**src/rtl/note_sequencer_if.sv**
```systemverilog
// ---------------------------------------------------------------------------
// note_sequencer_if
//   Control, table-load and tone-generator-facing signals of note_sequencer.
//   master : controller side (drives start/stop/loop/tempo and the load bus,
//            observes div/gate/busy/step_idx/done)
//   slave  : note_sequencer side
//
//   start     1              single-cycle request to begin playback at step 0
//   stop      1              single-cycle request to abort playback
//   loop      1              1 = wrap after last step, 0 = finish
//   tempo     WIDTH_TEMPO    clock cycles per beat (0 treated as 1)
//   load_en   1              table write strobe
//   load_addr log2(NUM_STEPS) table write index
//   load_div  WIDTH_COUNTER  divider value to store (0 = rest)
//   load_len  2              note length minus one, in beats
//   div       WIDTH_COUNTER  divider value for the tone generator
//   gate      1              1 = note sounding
//   busy      1              1 = sequencer not idle
//   step_idx  log2(NUM_STEPS) index of the current step
//   done      1              one-cycle pulse when one-shot playback completes
// ---------------------------------------------------------------------------
interface note_sequencer_if #(
    parameter int WIDTH_COUNTER = 10,
    parameter int WIDTH_TEMPO   = 16,
    parameter int NUM_STEPS     = 8
);
    localparam int AW = $clog2(NUM_STEPS);

    logic                     start;
    logic                     stop;
    logic                     loop;
    logic [WIDTH_TEMPO-1:0]   tempo;
    logic                     load_en;
    logic [AW-1:0]            load_addr;
    logic [WIDTH_COUNTER-1:0] load_div;
    logic [1:0]               load_len;
    logic [WIDTH_COUNTER-1:0] div;
    logic                     gate;
    logic                     busy;
    logic [AW-1:0]            step_idx;
    logic                     done;

    modport master (
        output start, stop, loop, tempo, load_en, load_addr, load_div, load_len,
        input  div, gate, busy, step_idx, done
    );

    modport slave (
        input  start, stop, loop, tempo, load_en, load_addr, load_div, load_len,
        output div, gate, busy, step_idx, done
    );
endinterface

```
**src/rtl/note_sequencer.sv**
```systemverilog
// ---------------------------------------------------------------------------
// note_sequencer
//   Plays a programmable table of notes (divider + length in beats) at a
//   programmable tempo, feeding the square-wave tone generator's divider and
//   gate. One-shot or looped playback, live table loading, abort.
//
//   clk    system clock
//   rst_n  asynchronous active-low reset
//   bus    note_sequencer_if.slave: start/stop/loop/tempo control, table load
//          bus, and registered outputs div/gate/busy/step_idx/done
// ---------------------------------------------------------------------------
module note_sequencer #(
    parameter int WIDTH_COUNTER = 10,
    parameter int WIDTH_TEMPO   = 16,
    parameter int NUM_STEPS     = 8,
    parameter int GAP_CYCLES    = 2
) (
    input  logic            clk,
    input  logic            rst_n,
    note_sequencer_if.slave bus
);
    localparam int AW = $clog2(NUM_STEPS);
    localparam int GW = (GAP_CYCLES > 1) ? $clog2(GAP_CYCLES) : 1;
    localparam logic [GW-1:0] GAP_LAST = GW'((GAP_CYCLES > 0) ? GAP_CYCLES - 1 : 0);
    localparam logic [AW-1:0] LAST_STEP = AW'(NUM_STEPS - 1);

    typedef enum logic [1:0] {IDLE, PLAY, GAP} state_t;

    state_t                   state_q, state_d;
    logic [AW-1:0]            step_q, step_d;
    logic [WIDTH_COUNTER-1:0] div_q, div_d;
    logic                     gate_q, gate_d;
    logic                     busy_q, busy_d;
    logic                     done_q, done_d;
    logic [1:0]               len_q, len_d;
    logic [1:0]               beat_q, beat_d;
    logic [WIDTH_TEMPO-1:0]   cyc_q, cyc_d;
    logic [GW-1:0]            gap_q, gap_d;

    logic [WIDTH_COUNTER-1:0] tbl_div [NUM_STEPS];
    logic [1:0]               tbl_len [NUM_STEPS];

    logic [WIDTH_TEMPO-1:0]   t_last;
    logic                     beat_end;
    logic                     do_enter;
    logic                     do_idle;
    logic                     do_done;
    logic                     do_advance;
    logic [AW-1:0]            enter_idx;

    // Table: writes land at the clock edge, so a step entered in the same
    // cycle as a write to its own entry still reads the old contents.
    always_ff @(posedge clk or negedge rst_n) begin
        if (!rst_n) begin
            for (int unsigned i = 0; i < NUM_STEPS; i++) begin
                tbl_div[i] <= '0;
                tbl_len[i] <= '0;
            end
        end else if (bus.load_en) begin
            tbl_div[bus.load_addr] <= bus.load_div;
            tbl_len[bus.load_addr] <= bus.load_len;
        end
    end

    // ">=" rather than "==" so a tempo lowered mid-beat ends the beat at once
    assign t_last   = (bus.tempo == '0) ? '0 : bus.tempo - 1'b1;
    assign beat_end = (cyc_q >= t_last);

    always_ff @(posedge clk or negedge rst_n) begin
        if (!rst_n) begin
            state_q <= IDLE;
            step_q  <= '0;
            div_q   <= '0;
            gate_q  <= 1'b0;
            busy_q  <= 1'b0;
            done_q  <= 1'b0;
            len_q   <= '0;
            beat_q  <= '0;
            cyc_q   <= '0;
            gap_q   <= '0;
        end else begin
            state_q <= state_d;
            step_q  <= step_d;
            div_q   <= div_d;
            gate_q  <= gate_d;
            busy_q  <= busy_d;
            done_q  <= done_d;
            len_q   <= len_d;
            beat_q  <= beat_d;
            cyc_q   <= cyc_d;
            gap_q   <= gap_d;
        end
    end

    always_comb begin
        state_d    = state_q;
        step_d     = step_q;
        div_d      = div_q;
        gate_d     = gate_q;
        busy_d     = busy_q;
        done_d     = 1'b0;
        len_d      = len_q;
        beat_d     = beat_q;
        cyc_d      = cyc_q;
        gap_d      = gap_q;
        do_enter   = 1'b0;
        do_idle    = 1'b0;
        do_done    = 1'b0;
        do_advance = 1'b0;
        enter_idx  = '0;

        case (state_q)
            IDLE: begin
                if (bus.start && !bus.stop) begin
                    do_enter  = 1'b1;
                    enter_idx = '0;
                end
            end
            PLAY: begin
                if (bus.stop) begin
                    do_idle = 1'b1;
                end else if (beat_end) begin
                    if (beat_q == len_q) begin
                        if (GAP_CYCLES > 0) begin
                            state_d = GAP;
                            gate_d  = 1'b0;
                            gap_d   = '0;
                        end else begin
                            do_advance = 1'b1;
                        end
                    end else begin
                        beat_d = beat_q + 1'b1;
                        cyc_d  = '0;
                    end
                end else begin
                    cyc_d = cyc_q + 1'b1;
                end
            end
            GAP: begin
                if (bus.stop) begin
                    do_idle = 1'b1;
                end else if (gap_q == GAP_LAST) begin
                    do_advance = 1'b1;
                end else begin
                    gap_d = gap_q + 1'b1;
                end
            end
            default: do_idle = 1'b1;
        endcase

        // NUM_STEPS is a power of two, so step_q + 1 wraps to 0 after the last step
        if (do_advance) begin
            if (step_q == LAST_STEP && !bus.loop) begin
                do_idle = 1'b1;
                do_done = 1'b1;
            end else begin
                do_enter  = 1'b1;
                enter_idx = step_q + 1'b1;
            end
        end

        if (do_enter) begin
            state_d = PLAY;
            step_d  = enter_idx;
            div_d   = tbl_div[enter_idx];
            gate_d  = (tbl_div[enter_idx] != '0);
            len_d   = tbl_len[enter_idx];
            beat_d  = '0;
            cyc_d   = '0;
            gap_d   = '0;
            busy_d  = 1'b1;
        end

        if (do_idle) begin
            state_d = IDLE;
            step_d  = '0;
            div_d   = '0;
            gate_d  = 1'b0;
            busy_d  = 1'b0;
            done_d  = do_done;
            beat_d  = '0;
            cyc_d   = '0;
            gap_d   = '0;
        end
    end

    assign bus.div      = div_q;
    assign bus.gate     = gate_q;
    assign bus.busy     = busy_q;
    assign bus.step_idx = step_q;
    assign bus.done     = done_q;

endmodule

```
**src/flat_wrapper.sv**
```systemverilog
// flat-port wrapper written by rule: the top's interface ports become plain ports
module note_sequencer_flat 
#(
    parameter int WIDTH_COUNTER = 10,
    parameter int WIDTH_TEMPO   = 16,
    parameter int NUM_STEPS     = 8,
    parameter int GAP_CYCLES    = 2
)
  (clk, rst_n, bus_start, bus_stop, bus_loop, bus_tempo, bus_load_en, bus_load_addr, bus_load_div, bus_load_len, bus_div, bus_gate, bus_busy, bus_step_idx, bus_done);
  note_sequencer_if #(.WIDTH_COUNTER(WIDTH_COUNTER), .WIDTH_TEMPO(WIDTH_TEMPO), .NUM_STEPS(NUM_STEPS)) bus_i ();
  input  logic clk;
  input  logic rst_n;
  input wire logic [$bits(bus_i.start)-1:0] bus_start;
  input wire logic [$bits(bus_i.stop)-1:0] bus_stop;
  input wire logic [$bits(bus_i.loop)-1:0] bus_loop;
  input wire logic [$bits(bus_i.tempo)-1:0] bus_tempo;
  input wire logic [$bits(bus_i.load_en)-1:0] bus_load_en;
  input wire logic [$bits(bus_i.load_addr)-1:0] bus_load_addr;
  input wire logic [$bits(bus_i.load_div)-1:0] bus_load_div;
  input wire logic [$bits(bus_i.load_len)-1:0] bus_load_len;
  output wire logic [$bits(bus_i.div)-1:0] bus_div;
  output wire logic [$bits(bus_i.gate)-1:0] bus_gate;
  output wire logic [$bits(bus_i.busy)-1:0] bus_busy;
  output wire logic [$bits(bus_i.step_idx)-1:0] bus_step_idx;
  output wire logic [$bits(bus_i.done)-1:0] bus_done;
  assign bus_i.start = bus_start;
  assign bus_i.stop = bus_stop;
  assign bus_i.loop = bus_loop;
  assign bus_i.tempo = bus_tempo;
  assign bus_i.load_en = bus_load_en;
  assign bus_i.load_addr = bus_load_addr;
  assign bus_i.load_div = bus_load_div;
  assign bus_i.load_len = bus_load_len;
  assign bus_div = bus_i.div;
  assign bus_gate = bus_i.gate;
  assign bus_busy = bus_i.busy;
  assign bus_step_idx = bus_i.step_idx;
  assign bus_done = bus_i.done;
  note_sequencer #(.WIDTH_COUNTER(WIDTH_COUNTER), .WIDTH_TEMPO(WIDTH_TEMPO), .NUM_STEPS(NUM_STEPS), .GAP_CYCLES(GAP_CYCLES)) u_core (.clk(clk), .rst_n(rst_n), .bus(bus_i));
endmodule
```
**config.mk**
```make
export PLATFORM = sky130hd
export DESIGN_NAME = note_sequencer_flat
export DESIGN_NICKNAME = d
export VERILOG_FILES = /design/src/rtl/note_sequencer_if.sv /design/src/rtl/note_sequencer.sv /design/src/flat_wrapper.sv
export SDC_FILE = /design/constraint.sdc
export NUM_CORES = 1
export LEC_CHECK = 0
export CAP_MARGIN = 10
export CORE_MARGIN = 1.5
export CORE_UTILIZATION = 50
export CTS_BUF_LIST = sky130_fd_sc_hd__clkbuf_4
export DETAILED_ROUTE_END_ITERATION = 8
export GPL_TIMING_DRIVEN = 0
export PLACE_DENSITY = 0.72
export SLEW_MARGIN = 20
export SYNTH_ARGS = -nofsm -noshare
export SYNTH_HDL_FRONTEND = slang
export SYNTH_SLANG_ARGS = --single-unit
```
**constraint.sdc**
```tcl
create_clock -name clk -period 4.9 [get_ports clk]
set_input_delay 0.98 -clock clk [delete_from_list [all_inputs] [get_ports clk]]
set_output_delay 0.98 -clock clk [all_outputs]
set_load 0.005 [all_outputs]
```
; Word level (Yosys, flattened, before mapping)
; Index checks and enable logic that the tools add are counted.
[totals]
ff_bits = 135
output_inout_bits = 16
word_cells = 130
inputBits = 37
[op_classes]
eq_ne = 11
n_lt_le_gt_ge = 4
n_reduce_logical = 18
addsub = 5
bitwise = 2
mux = 64
[ops]
columns = operator, n
row1 = $mux 16, 7
row2 = $bwmux 80, 1
row3 = $mux 10, 5
row4 = $bmux 10 s3, 1
row5 = $demux 10 s3, 1
row6 = $mux 2, 15
row7 = $mux 1, 25
row8 = $add 16x1->16 const B, 1
row9 = $bwmux 16, 1
row10 = $ge 16x16->1, 1
row11 = $logic_not 16->1, 1
row12 = $sub 16x1->16 const B, 1
row13 = $mux 3, 4
row14 = $reduce_bool 10->1, 1
row15 = $reduce_bool 3->1, 3
row16 = $ge 4x4->1 const B, 2
row17 = $ne 4x1->1 const B, 2
row18 = $ne 4x2->1 const B, 2
row19 = $not 3->4, 2
row20 = $reduce_and 4->1, 2
row21 = $bmux 2 s3, 1
row22 = $demux 2 s3, 1
row23 = $ne 3x1->1 const B, 2
row24 = $reduce_and 5->1, 1
row25 = other kinds (17), 21

; Logic depth before layout (Yosys ltp)
[depth]
ltp_word = 11
depth_mapped = 17
ltp_nobuf = 15

; Worst setup path before layout
; No wires, ideal clock.
[synth_timing]
path_kind = in2reg
from = input port bus_tempo[5]
to = register u_core.gap_q
setup_ns = 0.120
required_ns = 4.780
path_stages = 16
setup_slack_ns = 0.610
path_buffers = 1
t_arrival_ns = 4.170
cell_sequence = or4_4 > or3_4 > nor3_4 > nand2_1 > nor3_2 > xor2_1 > nand2_1 > ha_1 > nand4_1 > nor4_1 > o31ai_1 > nand4_1 > buf_6 > nand2_2 > or4b_1 > and3_1
[synth_between]
elab_chain_cells = 5
word_cells_on_any_way = 6
classes_between = add/sub: 1 / order compare: 1 / eq/ne: 1 / mux: 1 / reduce/logical: 2
[synth_lines]
columns = item, line_no
row1 = "start, declared", flat_wrapper.sv:16  ; input wire logic [$bits(bus_i.tempo)-1:0] bus_tempo;
row2 = $sub 16x1->16 or $logic_not 16->1 (tied branches), note_sequencer.sv:66  ; assign t_last = (bus.tempo == '0) ? '0 : bus.tempo - 1'b1;
row3 = $mux 16 (*), note_sequencer.sv:66
row4 = $ge 16x16->1 (*), note_sequencer.sv:67  ; assign beat_end = (cyc_q >= t_last);
row5 = $ne 4x1->1 (no source line) (*), n/a
row6 = $reduce_and 5->1 (no source line) (*), n/a
row7 = "end signal, assigned", note_sequencer.sv:91  ; gap_q <= gap_d;
row8 = "end, declared", note_sequencer.sv:38  ; logic [GW-1:0] gap_q, gap_d;
; Every way passes the cells marked *; elsewhere a longest branch is shown, timed or not.
; A chain may end at the register's enable or synchronous reset.

; Final worst setup path
[layout_timing]
from = input port bus_tempo[4]
to = register u_core.gap_q
; Same word-level chain as after synthesis.

==> impl_metrics.csv <==
group,metric,value,unit
run_status,status,"finished, final reports clean",
placement,port_buffers,52,
power_and_ir_drop,ir_worst_vdd,228,µV
power_and_ir_drop,power,0.00303,W
setup_path,endpoint_kind,"register",
run,cap_violations,0,
die,ios,53,
setup_path,critical_path_class,"in -> reg",
sta,relSlewSlack,42.8,%
synthesis,synth_edf_count,0,
synthesis,avgSynthCellArea,11.1,µm²
global_route,grt_util_all_layers,24.4,%
placement,dp_hpwl,12400,µm
synthesis,synth-seq-cells,135,
sta,tightest_slew,0.859,ns
die,rows,43,
power_and_ir_drop,p_int,0.00206,W
clocking,ctsResizeCount,0,
routing,wl_per_cell,18.8,µm
layout,drive_gt1_share,23.4,%
global_route,grt_max_degree,73,
synthesis,syn_inst,649,
power_and_ir_drop,p_clk_share,25.4,%
clocking,cts_tree,"yes",
power_and_ir_drop,p_sw_share,31.8,%
layout,syn_to_final_growth,14.9,%
sta,finalSetupViolCount,0,
power_and_ir_drop,power_frac_seq,48.9,%
sta,period_share,93.4,%
sta,drv_slew,0,
placement,place.gp.congestion,0.863,
clocking,clockBufferDepth,2,
synthesis,synth_top_area_share,46.9,%
routing,vias,5414,
clocking,cts-buffers-inserted,17,
clocking,insertion_delay,0.58,ns
die,die_w,123,µm
layout,nets,782,
sta,min_period,4.58,ns
sta,skew,0.0212,ns
layout,final_util,59.2,%
routing,drtPass1Iterations,5,
synthesis,yosys_warnings,0,
synthesis,async_flop_share,100,%
setup_path,worst-r2r-cell-count,9,
die,core,14000,µm²
synthesis,synthFlopType,"dfrtp_1",
die,start_util,51.5,%
setup_path,cp_max_fo,10,
synthesis,seq_area_frac_synth,46.9,%
die,dieHeight,123,µm
routing,post-route-drc-count,0,
setup_path,r2r_end,"u_core.bus.gate",
power_and_ir_drop,p_leak,3.58,nW
clocking,clkSlewWorstSetupHoldPaths,0.13,ns
setup_path,regToRegSetupSlack,1.96,ns
setup_path,cp.arrival,5.04,ns
global_route,grt.overflow.total,0,
power_and_ir_drop,combPwrFrac,25.7,%
power_and_ir_drop,switching_power,0.000965,W
die,die_area,15100,µm²
synthesis,netlist_area,7210,µm²
clocking,cts.hold.buffers_added,0,
synthesis,yosys.cell_types.count,62,
sta,finalHoldViolCount,0,
routing,initialDrtViolationCount,359,
synthesis,yosys-top-cells-area,"dfrtp_1 47%, mux2_2 17%, ha_1 4.2%",
global_route,antenna_found_initial,1,
routing,ant_nets,0,
setup_path,r2r_start,"u_core.bus.step_idx[0]",
clocking,cts_max_level,4,
sta,max_freq,0.218,GHz
sta,rsz0062_at_grt,"no",
clocking,postCtsSetupBuffers,0,
setup_path,required,5.36,ns
hold_path,hp-class,"in -> async",
setup_path,startpoint_type,"input port",
routing,wl,17200,µm
synthesis,syn-num-nets,710,
routing,via_per_inst,5.92,
clocking,cts.sinks,135,
global_route,grt_pass1_wl,28000,µm
power_and_ir_drop,power.density,366,nW/µm²
clocking,cts_root_buf,"clkbuf_4",
global_route,grt_pass1_vias,5538,
synthesis,yosys.area.top_type,"dfrtp_1",
## placed cells by master (no fill, tap or decap), types with 6 or more instances in the layout
cell type          n
inv_1              9
clkdlybuf4s50_1   51
a211oi_1           6
clkbuf_1          10
clkbuf_4          17
xor2_1            12
nor2b_1            8
o22ai_1            6
mux2_2           106
o21ai_0           11
mux2i_1           16
dfrtp_1          135
xnor2_1            7
inv_6              6
buf_2             12
nand2_1           62
nor2_1            43
nand2b_1           7
a22o_1             9
nand3_1           12
ha_1              24
a22oi_1            8
nand4_1            6
a21oi_1           31
a21o_1            11
nor3_1            15
## kinds of logic (layout without fill, tap and decap cells)
kind of cell	count (synthesis)	after routing	synth area share (%)
simple gates	196	196	13.9
other cells	0	1	0
fa+ha+maj	24	24	4.17
buf+inv	37	122	2.24
flops	135	135	46.9
xor+xnor	19	19	2.31
compound gates	116	116	11.7
mux	122	122	18.8
## state kept, by name, summed over array words and instances (netlist names)
| name | count |
|---|---|
| u_core.bus.gate | 1 |
| u_core.bus.div | 10 |
| u_core.gap_q | 1 |
| u_core.tbl_div | 80 |
| u_core.bus.busy | 1 |
| u_core.state_q | 2 |
| u_core.cyc_q | 16 |
| u_core.len_q | 2 |
| u_core.bus.step_idx | 3 |
| u_core.tbl_len | 16 |
| u_core.beat_q | 2 |
| u_core.bus.done | 1 |
## synthesized netlist by cell type (6+ instances only)
master and count:
a21o_1 11, inv_1 9, a22o_1 9, nand2b_1 7, xor2_1 12, mux2_2 106, xnor2_1 7, nand3_1 12
clkbuf_1 10, a211oi_1 6, nor2_1 43, ha_1 24, nand4_1 6, nor3_1 15, o21ai_0 11, dfrtp_1 135
a22oi_1 8, o22ai_1 6, nand2_1 62, a21oi_1 31, nor2b_1 8, mux2i_1 16, buf_2 12
## metal layers
metal,vias to the layer above,global-route usage [%],share of wire [%]
li1,2524,-,-
met1,2723,31.3,44
met2,129,40.6,49
met3,38,5.17,4.4
met4,0,9.77,2.4
met5,-,0,0
## final cells by class
cell class                 instances  area [µm²]
tap                              180         225
multi-input combinational        477        3670
clock inverter                    15         164
timing repair buffer              53         553
inverter                           9        33.8
antenna                            1        2.50
clock buffer                      17         128
buffer                            28         128
fill                            1183        5710
sequential                       135        3380
## per-stage QoR
stage / instance area (µm²) / instances / hold slack (ns) / setup TNS [ns] / setup slack, ns
finish: 8280 / 915 / 0.332 / 0 / 0.322
global route: 8280 / 915 / 0.336 / 0 / 0.0488
CTS: 8280 / 914 / 0.334 / 0 / 0.362
detailed placement: 7980 / 882 / 0.487 / -0.866 / -0.258
global placement: 7950 / 881 / 0.480 / -313.36 / -2.33
floorplan: 7210 / 649 / 0.469 / 0 / 0.610
## power groups by stage
stage | Combinational (W) | Sequential [W] | Clock [W]
after floorplan | 0.000509 | 0.00146 | 0
after global placement | 0.000745 | 0.00149 | 0
after detailed placement | 0.000779 | 0.00150 | 0
after CTS | 0.000782 | 0.00148 | 0.000783
after global routing | 0.000862 | 0.00151 | 0.000835
final | 0.000778 | 0.00148 | 0.000770
## critical path, stage by stage
cell,delay [ns]
clkdlybuf4s50_1,0.46
or4_4,0.54
or3_4,0.37
nor3_4,0.16
nand2_1,0.15
nor3_2,0.17
xor2_1,0.18
nand2_1,0.07
ha_1,0.27
nand4_1,0.17
nor4_1,0.31
o31ai_1,0.12
nand4_1,0.17
buf_6,0.18
nand2_2,0.09
or4b_1,0.48
and3_1,0.17
## worst max path at each step
stage	from	end	slack (ns)
5_1_grt	bus_tempo[4]	u_core.gap_q	0.05
3_5_place_dp	bus_tempo[4]	u_core.gap_q	-0.26
3_3_place_gp	rst_n	u_core.tbl_div[1]	-2.33
4_1_cts	bus_tempo[4]	u_core.gap_q	0.36
2_1_floorplan	bus_tempo[5]	u_core.gap_q	0.61
6_report	bus_tempo[4]	u_core.gap_q	0.32
Note: power is estimated with default switching activity, not from simulation.
